**src/rtl/control_in_stim_engine.sv**
```systemverilog
`default_nettype none
// control_in_stim_engine: FIFO-buffered control_in driver (INITIATOR) and bus sampler (RESPONDER).
// Revision 1.0 - initial release.
module control_in_stim_engine #(
  parameter int IR_W   = 16,
  parameter int CC_W   = 3,
  parameter int DEPTH  = 8,
  parameter int HOLD_W = 4,
  localparam int PAY_W = 2 + 3*IR_W + 2*CC_W,
  localparam int AW    = $clog2(DEPTH),
  localparam int LW    = AW + 1
) (
  input  logic              clock,
  input  logic              reset,
  input  logic              mode,
  input  logic              flush,
  input  logic              push_valid,
  output logic              push_ready,
  input  logic [PAY_W-1:0]  push_payload,
  input  logic [HOLD_W-1:0] push_hold,
  output logic              pop_valid,
  input  logic              pop_ready,
  output logic [PAY_W-1:0]  pop_payload,
  input  logic [PAY_W-1:0]  bus_in,
  output logic              drive_en,
  output logic [PAY_W-1:0]  bus_out,
  output logic              entry_done,
  output logic [LW-1:0]     level,
  output logic              overflow
);

  typedef enum logic [0:0] {
    IDLE  = 1'b0,
    DRIVE = 1'b1
  } state_t;

  state_t            state;
  logic [PAY_W-1:0]  mem      [DEPTH];
  logic [HOLD_W-1:0] hold_mem [DEPTH];
  logic [AW-1:0]     wr_ptr;
  logic [AW-1:0]     rd_ptr;
  logic [HOLD_W-1:0] cnt;
  logic              mode_q;

  logic              full;
  logic              empty;
  logic              clear;
  logic              capture;
  logic              fsm_pop;
  logic              wr_en;
  logic              rd_en;
  logic [PAY_W-1:0]  wr_data;
  logic [HOLD_W-1:0] wr_hold;

  assign full    = (level == LW'(DEPTH));
  assign empty   = (level == '0);
  // Any mode change acts as a flush; when already empty and idle it is a no-op.
  assign clear   = flush || (mode != mode_q);
  assign capture = mode && bus_in[PAY_W-2];

  // The FSM takes the head when idle, or when the current entry is on its last cycle.
  assign fsm_pop = !mode && !empty && ((state == IDLE) || (cnt == '0));

  assign rd_en   = !clear && (mode ? (pop_ready && !empty) : fsm_pop);
  // A capture into a full FIFO succeeds only if the consumer frees the head slot this cycle.
  assign wr_en   = !clear && (mode ? (capture && (!full || rd_en))
                                   : (push_valid && !full));
  assign wr_data = mode ? bus_in : push_payload;
  assign wr_hold = mode ? '0 : push_hold;

  assign push_ready  = !mode && !full;
  assign pop_valid   = mode && !empty;
  assign pop_payload = mem[rd_ptr];

  always_ff @(posedge clock) begin
    mode_q <= mode;
  end

  always_ff @(posedge clock) begin
    if (reset || clear) begin
      wr_ptr <= '0;
      rd_ptr <= '0;
      level  <= '0;
    end else begin
      if (wr_en) wr_ptr <= wr_ptr + AW'(1);
      if (rd_en) rd_ptr <= rd_ptr + AW'(1);
      level <= level + LW'(wr_en) - LW'(rd_en);
    end
  end

  always_ff @(posedge clock) begin
    if (wr_en) begin
      mem[wr_ptr]      <= wr_data;
      hold_mem[wr_ptr] <= wr_hold;
    end
  end

  always_ff @(posedge clock) begin
    if (reset) begin
      overflow <= 1'b0;
    end else if (!clear && capture && full && !rd_en) begin
      overflow <= 1'b1;
    end
  end

  // entry_done is registered, so it is computed from the count value entering each cycle.
  always_ff @(posedge clock) begin
    if (reset || clear || mode) begin
      state      <= IDLE;
      drive_en   <= 1'b0;
      bus_out    <= '0;
      cnt        <= '0;
      entry_done <= 1'b0;
    end else if (fsm_pop) begin
      state      <= DRIVE;
      drive_en   <= 1'b1;
      bus_out    <= mem[rd_ptr];
      cnt        <= hold_mem[rd_ptr];
      entry_done <= (hold_mem[rd_ptr] == '0);
    end else if ((state == DRIVE) && (cnt != '0)) begin
      cnt        <= cnt - HOLD_W'(1);
      entry_done <= (cnt == HOLD_W'(1));
    end else begin
      state      <= IDLE;
      drive_en   <= 1'b0;
      bus_out    <= '0;
      cnt        <= '0;
      entry_done <= 1'b0;
    end
  end

endmodule
`default_nettype wire

```
**config.mk**
```make
export PLATFORM = sky130hd
export DESIGN_NAME = control_in_stim_engine
export DESIGN_NICKNAME = d
export VERILOG_FILES = /design/src/rtl/control_in_stim_engine.sv
export SDC_FILE = /design/constraint.sdc
export NUM_CORES = 1
export LEC_CHECK = 0
export BUFFER_PORTS_ARGS = -buffer_cell sky130_fd_sc_hd__buf_2
export CAP_MARGIN = 10
export CORE_MARGIN = 1.5
export CORE_UTILIZATION = 36
export CTS_CLUSTER_SIZE = 14
export DETAILED_ROUTE_END_ITERATION = 10
export SETUP_SLACK_MARGIN = 0.02
export SLEW_MARGIN = 10
export SYNTH_ARGS = -nofsm -noshare
export SYNTH_HDL_FRONTEND = slang
export SYNTH_SLANG_ARGS = --single-unit
export TNS_END_PERCENT = 50
```
**constraint.sdc**
```tcl
create_clock -name clock -period 7.7 [get_ports clock]
set_input_delay 1.54 -clock clock [delete_from_list [all_inputs] [get_ports clock]]
set_output_delay 1.54 -clock clock [all_outputs]
set_load 0.02 [all_outputs]
```
**Word level (Yosys, flattened, before mapping)**

Memories as Yosys holds them, arrays and structs flattened. A register that Yosys moved wholly into a read port is not among the register bits.
Cells that the tools add are included.

- Bits in registers: 74
- Latch bits: 0
- Memory bits (writable): 480
- ROM bits: 0
- Input bits: 122
- Output and inout port bits: 121
- Word-level logic and storage cells: 67
- Memories: 2

- $add $sub $neg: 5
- Multiply operators: 0
- Div/mod/pow operators: 0
- Order comparisons: 0
- Equality and inequality tests: 4
- Shifts and indexed selects: 0
- Muxes and demuxes: 18
- Bitwise operators: 1
- Reductions and logical operators: 28

Memory list:

| memory | words | width | read ports | clocked after Yosys merged registers in | write ports | line | source |
|---|---|---|---|---|---|---|---|
| mem | 8 | 56 | 1 | 1 | 1 | 38 | `logic [PAY_W-1:0] mem [DEPTH];` |
| hold_mem | 8 | 4 | 1 | 1 | 1 | 39 | `logic [HOLD_W-1:0] hold_mem [DEPTH];` |

Operators with widths:

| operator | number |
|---|---|
| two-way mux 56 bit | 3 |
| logical AND 1 bit | 14 |
| zero test 4 bit | 3 |
| two-way mux 3 bit | 4 |
| two-way mux 4 bit | 3 |
| two-way mux 1 bit | 8 |
| adder 3 x 1 -> 3 bit (second input constant) | 2 |
| zero test 1 bit | 5 |
| logical OR 1 bit | 5 |
| adder 4 x 1 -> 4 bit | 1 |
| equality test 4 x 1 -> 1 bit (second input constant) | 1 |
| equality test 4 bit (second input constant) | 1 |
| nonzero test 4 bit | 1 |
| subtractor 4 x 1 -> 4 bit | 1 |
| subtractor 4 x 1 -> 4 bit (second input constant) | 1 |
| != test 2 bit (second input constant) | 1 |
| != test 1 bit | 1 |
| NOT 1 bit | 1 |

**Logic depth before layout (Yosys ltp)**

- Depth in word-level cells: 12
- Mapped depth: 13
- Mapped depth without buffers: 13

**Worst setup path after synthesis**

OpenSTA, ideal clock, no wires.

- Kind: in2reg
- Start: input port mode
- End: memory hold_mem[2][0], enable pin
- Data arrival time: 6.954 ns
- Slack: 0.181 ns
- Stages: 6
- Buffers on the path: 1
- Path through: buf_2 nand3_1 a211o_1 a21oi_2 nand2b_1 nor3b_1

- Word-level cells in the longest chain between the ends: 11
- Elaborated cells on any way between the ends: 15

RTL lines:

| item | line | source |
|---|---|---|
| start, declared | 15 | `input logic mode,` |
| zero test 1 bit | 62 | `assign fsm_pop = !mode && !empty && ((state == IDLE) \|\| (cnt == '0));` |
| logical AND 1 bit (2 in series) | 62 |  |
| two-way mux 1 bit | 64 | `assign rd_en = !clear && (mode ? (pop_ready && !empty) : fsm_pop);` |
| logical AND 1 bit | 64 |  |
| logical OR 1 bit | 66 | `assign wr_en = !clear && (mode ? (capture && (!full \|\| rd_en))` |
| logical AND 1 bit | 66 |  |
| two-way mux 1 bit | 66 |  |
| logical AND 1 bit * | 66 |  |
| two-way mux 1 bit * | 92 | `if (wr_en) begin` |
| two-way mux 1 bit (implied by the code) * | 94 | `hold_mem[wr_ptr] <= wr_hold;` |
| end, declared | 39 |  |

Mark *: on every way between the ends. The rest lies on a longest branch, timed or not.

**Worst setup path in the final report**

- Start: input port mode
- End: output port pop_valid

- Word-level cells in the longest chain between the ends: 1

RTL lines:

| item | line | source |
|---|---|---|
| logical AND 1 bit | 72 | `assign pop_valid = mode && !empty;` |
| end, declared | 21 | `output logic pop_valid,` |

Every way passes these cells.

==> impl_results.html <==
<table>
<tr><th>Metric</th><th>Value</th></tr>
<tr><th colspan="2">Run status</th></tr>
<tr><td>Result of the run</td><td>finished with violations</td></tr>
<tr><td>Violations in the final reports</td><td>design-rule violations</td></tr>
<tr><th colspan="2">Cells and area</th></tr>
<tr><td>Area growth, synth to finish</td><td>18.2%</td></tr>
<tr><td>Share of final-layout standard cells stronger than drive strength 1</td><td>42.9%</td></tr>
<tr><td>Final core utilization</td><td>43.2%</td></tr>
<tr><td>NumNets Final</td><td>between 1,000 and 1,500</td></tr>
<tr><td>Diode insertion count for antenna repair</td><td>0</td></tr>
<tr><th colspan="2">Global route</th></tr>
<tr><td>Most used routing layer</td><td>met2</td></tr>
<tr><td>Number of global-route vias before repair</td><td>between 10,000 and 15,000</td></tr>
<tr><td>GR Layer Usage met2</td><td>25.5%</td></tr>
<tr><td>Met1 track utilization from global routing</td><td>~20%</td></tr>
<tr><td>Grt met3 use</td><td>2.75%</td></tr>
<tr><td>Antenna violations before repair</td><td>1</td></tr>
<tr><td>Pin count of the biggest net entering global routing</td><td>121</td></tr>
<tr><td>First-pass GRT wire length</td><td>69.0 mm</td></tr>
<tr><td>Total grt overflow</td><td>0</td></tr>
<tr><td>Total routing resource utilization after global routing</td><td>~15%</td></tr>
<tr><th colspan="2">Clock tree</th></tr>
<tr><td>Level count of the clock H-tree</td><td>2</td></tr>
<tr><td>Clock-pin slew reported for the worst setup and hold paths after clock tree synthesis</td><td>60 ps</td></tr>
<tr><td>Post-CTS Hold Buffers</td><td>0</td></tr>
<tr><td>Largest buffer count on any clock path</td><td>3</td></tr>
<tr><td>Number of gates given a new drive strength after cts</td><td>0</td></tr>
<tr><td>Clock tree sinks</td><td>557</td></tr>
<tr><td>Clock Latency Late Sink</td><td>610 ps</td></tr>
<tr><td>Num CTS Buffers</td><td>57</td></tr>
<tr><td>Post-CTS Setup Repair Bufs</td><td>0</td></tr>
<tr><td>Clock tree from TritonCTS</td><td>built</td></tr>
<tr><td>CTS root buffer</td><td>sky130_fd_sc_hd__clkbuf_16</td></tr>
<tr><th colspan="2">Routing</th></tr>
<tr><td>Number of nets with antenna violations after routing</td><td>0</td></tr>
<tr><td>WL per Instance</td><td>21.7 um</td></tr>
<tr><td>1st-iter DRT viols</td><td>763</td></tr>
<tr><td>Final WL</td><td>approximately 47 mm</td></tr>
<tr><td>Vias per cell</td><td>around 5</td></tr>
<tr><td>Detailed-route via count</td><td>10,938</td></tr>
<tr><td>Number of search-and-repair iterations in the first detailed-routing pass</td><td>10</td></tr>
<tr><td>Count of unresolved DRC violations after routing</td><td>10</td></tr>
<tr><th colspan="2">Timing</th></tr>
<tr><td>Final Slew Violations</td><td>0</td></tr>
<tr><td>Maximum operating frequency</td><td>about 0.22 GHz</td></tr>
<tr><td>Final clock period utilization by the worst path</td><td>between 50% and 60%</td></tr>
<tr><td>Final critical-path required period</td><td>4600 ps</td></tr>
<tr><td>Number of failing hold endpoints at the final stage</td><td>0</td></tr>
<tr><td>Pin slew with the least headroom to its limit</td><td>1150 ps</td></tr>
<tr><td>Setup_tns</td><td>0 ps</td></tr>
<tr><td>Headroom to the max-slew limit</td><td>between 20% and 30%</td></tr>
<tr><td>Final worst clock skew</td><td>between 20 and 25 ps</td></tr>
<tr><td>Number of endpoints failing setup at the final stage</td><td>0</td></tr>
<tr><td>Setup repair after global routing missed its margin</td><td>no</td></tr>
<tr><th colspan="2">Placement</th></tr>
<tr><td>Number of buffers inserted by port buffering</td><td>242</td></tr>
<tr><td>Final RePlAce weighted congestion</td><td>0.731</td></tr>
<tr><td>Detailed Place HPWL</td><td>26.8 mm</td></tr>
<tr><th colspan="2">Worst setup path</th></tr>
<tr><td>Critical-path maximum fanout</td><td>40</td></tr>
<tr><td>Category of the critical setup timing path</td><td>in2out</td></tr>
<tr><td>Cells on worst reg2reg path</td><td>9</td></tr>
<tr><td>Type of destination of the critical path</td><td>primary output</td></tr>
<tr><td>Worst EP required</td><td>6160 ps</td></tr>
<tr><td>Worst Path Arrival</td><td>3060 ps</td></tr>
<tr><td>Setup crit start kind</td><td>input port</td></tr>
<tr><th colspan="2">Min path</th></tr>
<tr><td>Tightest Hold Check Type</td><td>reg2reg</td></tr>
<tr><td>Cells on Worst Hold Path</td><td>2</td></tr>
<tr><th colspan="2">Floorplan</th></tr>
<tr><td>Area inside the core boundary</td><td>0.0592 mm^2</td></tr>
<tr><td>Chip Width</td><td>248 um</td></tr>
<tr><td>DIE AREA</td><td>0.0616 mm^2</td></tr>
<tr><td>Starting Density</td><td>36.5%</td></tr>
<tr><td># IOs</td><td>243</td></tr>
<tr><td>Vertical die dimension</td><td>248 um</td></tr>
<tr><td>Count of standard-cell rows</td><td>89</td></tr>
<tr><th colspan="2">Synth</th></tr>
<tr><td>Proportion of synthesized area in mux cells</td><td>18.6%</td></tr>
<tr><td>Dominant cells by area after synthesis</td><td>sky130_fd_sc_hd__edfxtp_1, sky130_fd_sc_hd__mux4_2, sky130_fd_sc_hd__dfxtp_1, sky130_fd_sc_hd__mux2_2, sky130_fd_sc_hd__a22oi_1</td></tr>
<tr><td>Cell type contributing the most total cell area after synthesis</td><td>sky130_fd_sc_hd__edfxtp_1</td></tr>
<tr><td>Proportion of netlist area held by the largest area contributor</td><td>66.6%</td></tr>
<tr><td>Synthesized-area fraction occupied by ao, oa, aoi and oai cells</td><td>2.58%</td></tr>
<tr><td>Sequential cell area fraction in the yosys report</td><td>73.7%</td></tr>
<tr><td>Share of async-settable or async-resettable flops after synthesis</td><td>0%</td></tr>
<tr><td>FF+latch count, synth</td><td>around 560</td></tr>
<tr><td>Post-synth EDFFs</td><td>480</td></tr>
<tr><td>Net Count, Synth</td><td>approximately 1,200</td></tr>
<tr><td>Top_reg_cell synth</td><td>sky130_fd_sc_hd__edfxtp_1</td></tr>
<tr><td>Total standard cell area after synthesis</td><td>0.0216 mm^2</td></tr>
<tr><td>Share of synthesized cell area in full adder, half adder and majority cells</td><td>less than 1%</td></tr>
<tr><td>Post-synth cell types</td><td>40</td></tr>
<tr><td>Combinational family with the most area after synthesis</td><td>multiplexers</td></tr>
<tr><td>Most common cell in the synthesized netlist</td><td>sky130_fd_sc_hd__edfxtp_1</td></tr>
<tr><td>Post-synthesis instance total</td><td>1,079</td></tr>
<tr><td>Warnings from Yosys</td><td>0</td></tr>
<tr><td>Share of the synthesized netlist area taken by xor and xnor gates</td><td>0.243%</td></tr>
<tr><td>Synth Area in Simple Gates</td><td>2.35%</td></tr>
<tr><td>Syn avg cell area</td><td>20.1 um^2</td></tr>
<tr><td>Top cells by instance count after synthesis</td><td>sky130_fd_sc_hd__edfxtp_1, sky130_fd_sc_hd__mux4_2, sky130_fd_sc_hd__mux2_2</td></tr>
<tr><th colspan="2">Power</th></tr>
<tr><td>Maximum vdd ir drop</td><td>0.174 mV</td></tr>
<tr><td>Leakage Power</td><td>8.37 nW</td></tr>
<tr><td>Total power density per cell area</td><td>243 mW/mm^2</td></tr>
<tr><th colspan="2">Run</th></tr>
<tr><td>Total of max-cap violations</td><td>0</td></tr>
</table>
-- area by class of cell --
class	count	area [um^2]
Inverter	16	60.1
Fill cell	5151	33600
Clock buffer	83	1610
Sequential cell	557	16000
Clock inverter	23	233
Tap cell	773	967
Multi-Input combinational cell	445	5370
Timing Repair Buffer	265	1400
-- layout by cell type (no fill, tap or decap), drive strengths merged, types with 3 or more instances in the layout --
cell	count
a21oi	9
a22oi	57
buf	265
bufinv	4
clkbuf	83
clkinv	15
dfxtp	77
edfxtp	480
ha	11
inv	19
mux2	113
mux2i	5
mux4	120
nand2	5
nor2	77
nor2b	6
nor3	5
nor3b	7
nor4	3
o21ai	4
xor2	4
-- critical path: stages --
cell and delay (ps):
sky130_fd_sc_hd__buf_4 430, sky130_fd_sc_hd__buf_4 660, sky130_fd_sc_hd__nor2b_1 210, sky130_fd_sc_hd__buf_2 180
-- registers in the layout (all words and copies together) (netlist names), named ones only --
register    cells
bus_out        56
drive_en        1
mem           448
rd_ptr          3
entry_done      1
mode_q          1
cnt             4
overflow        1
level           4
hold_mem       32
wr_ptr          3
-- power by group --
part	switching (mW)	internal, mW	leakage (nW)	total [mW]
clock network	1.13	1.58	0.900	2.71
logic	0.125	0.0751	2.52	0.200
registers	0.00323	3.31	4.95	3.31
total	1.25	4.96	8.37	6.22
-- final timing paths --
| kind | slack (ps) | endpoint | startpoint |
|---|---|---|---|
| hold / removal | 490 | flip-flop | rd_ptr[2]$_SDFFE_PP0N_ |
| setup reg to reg | 4010 | mem[7][16]$_DFFE_PP_ | level[2]$_SDFF_PP0_ |
| hold reg to reg | 490 | flip-flop | rd_ptr[2]$_SDFFE_PP0N_ |
| setup / recovery | 3100 | pop_valid | mode |
-- per-layer routing --
metal / wire length [um] / vias up / part of all wire [%]
met2: 23200 / 259 / 49
met1: 20500 / 5707 / 44
met4: 1180 / 0 / 2.5
li1: - / 4903 / -
met3: 2110 / 69 / 4.5
met5: 0 / - / 0
-- cell families after synthesis --
family                   Yosys count
AO/OA/AOI/OAI                     77
AND/OR/NAND/NOR                  112
XOR/XNOR                           6
buffers and inverters             77
adder cells (fa/ha/maj)           12
flip-flops                       557
multiplexers                     238
-- metrics by stage --
| stage | cells | hold WS (ps) | cell area [um^2] | power [mW] | worst slack [ps] |
|---|---|---|---|---|---|
| final | 2162 | 491 | 25600 | 6.22 | 3100 |
| after global routing | 2162 | 522 | 25600 | 6.43 | 2980 |
| after CTS | 2162 | 490 | 25600 | 6.30 | 3090 |
| after detailed placement | 2056 | 475 | 23800 | 3.58 | 2470 |
| after global placement | 2056 | 469 | 23800 | 3.57 | 2500 |
| after floorplan | 1079 | 465 | 21600 | 3.49 | 181 |
(Power assumes the default switching activity.)
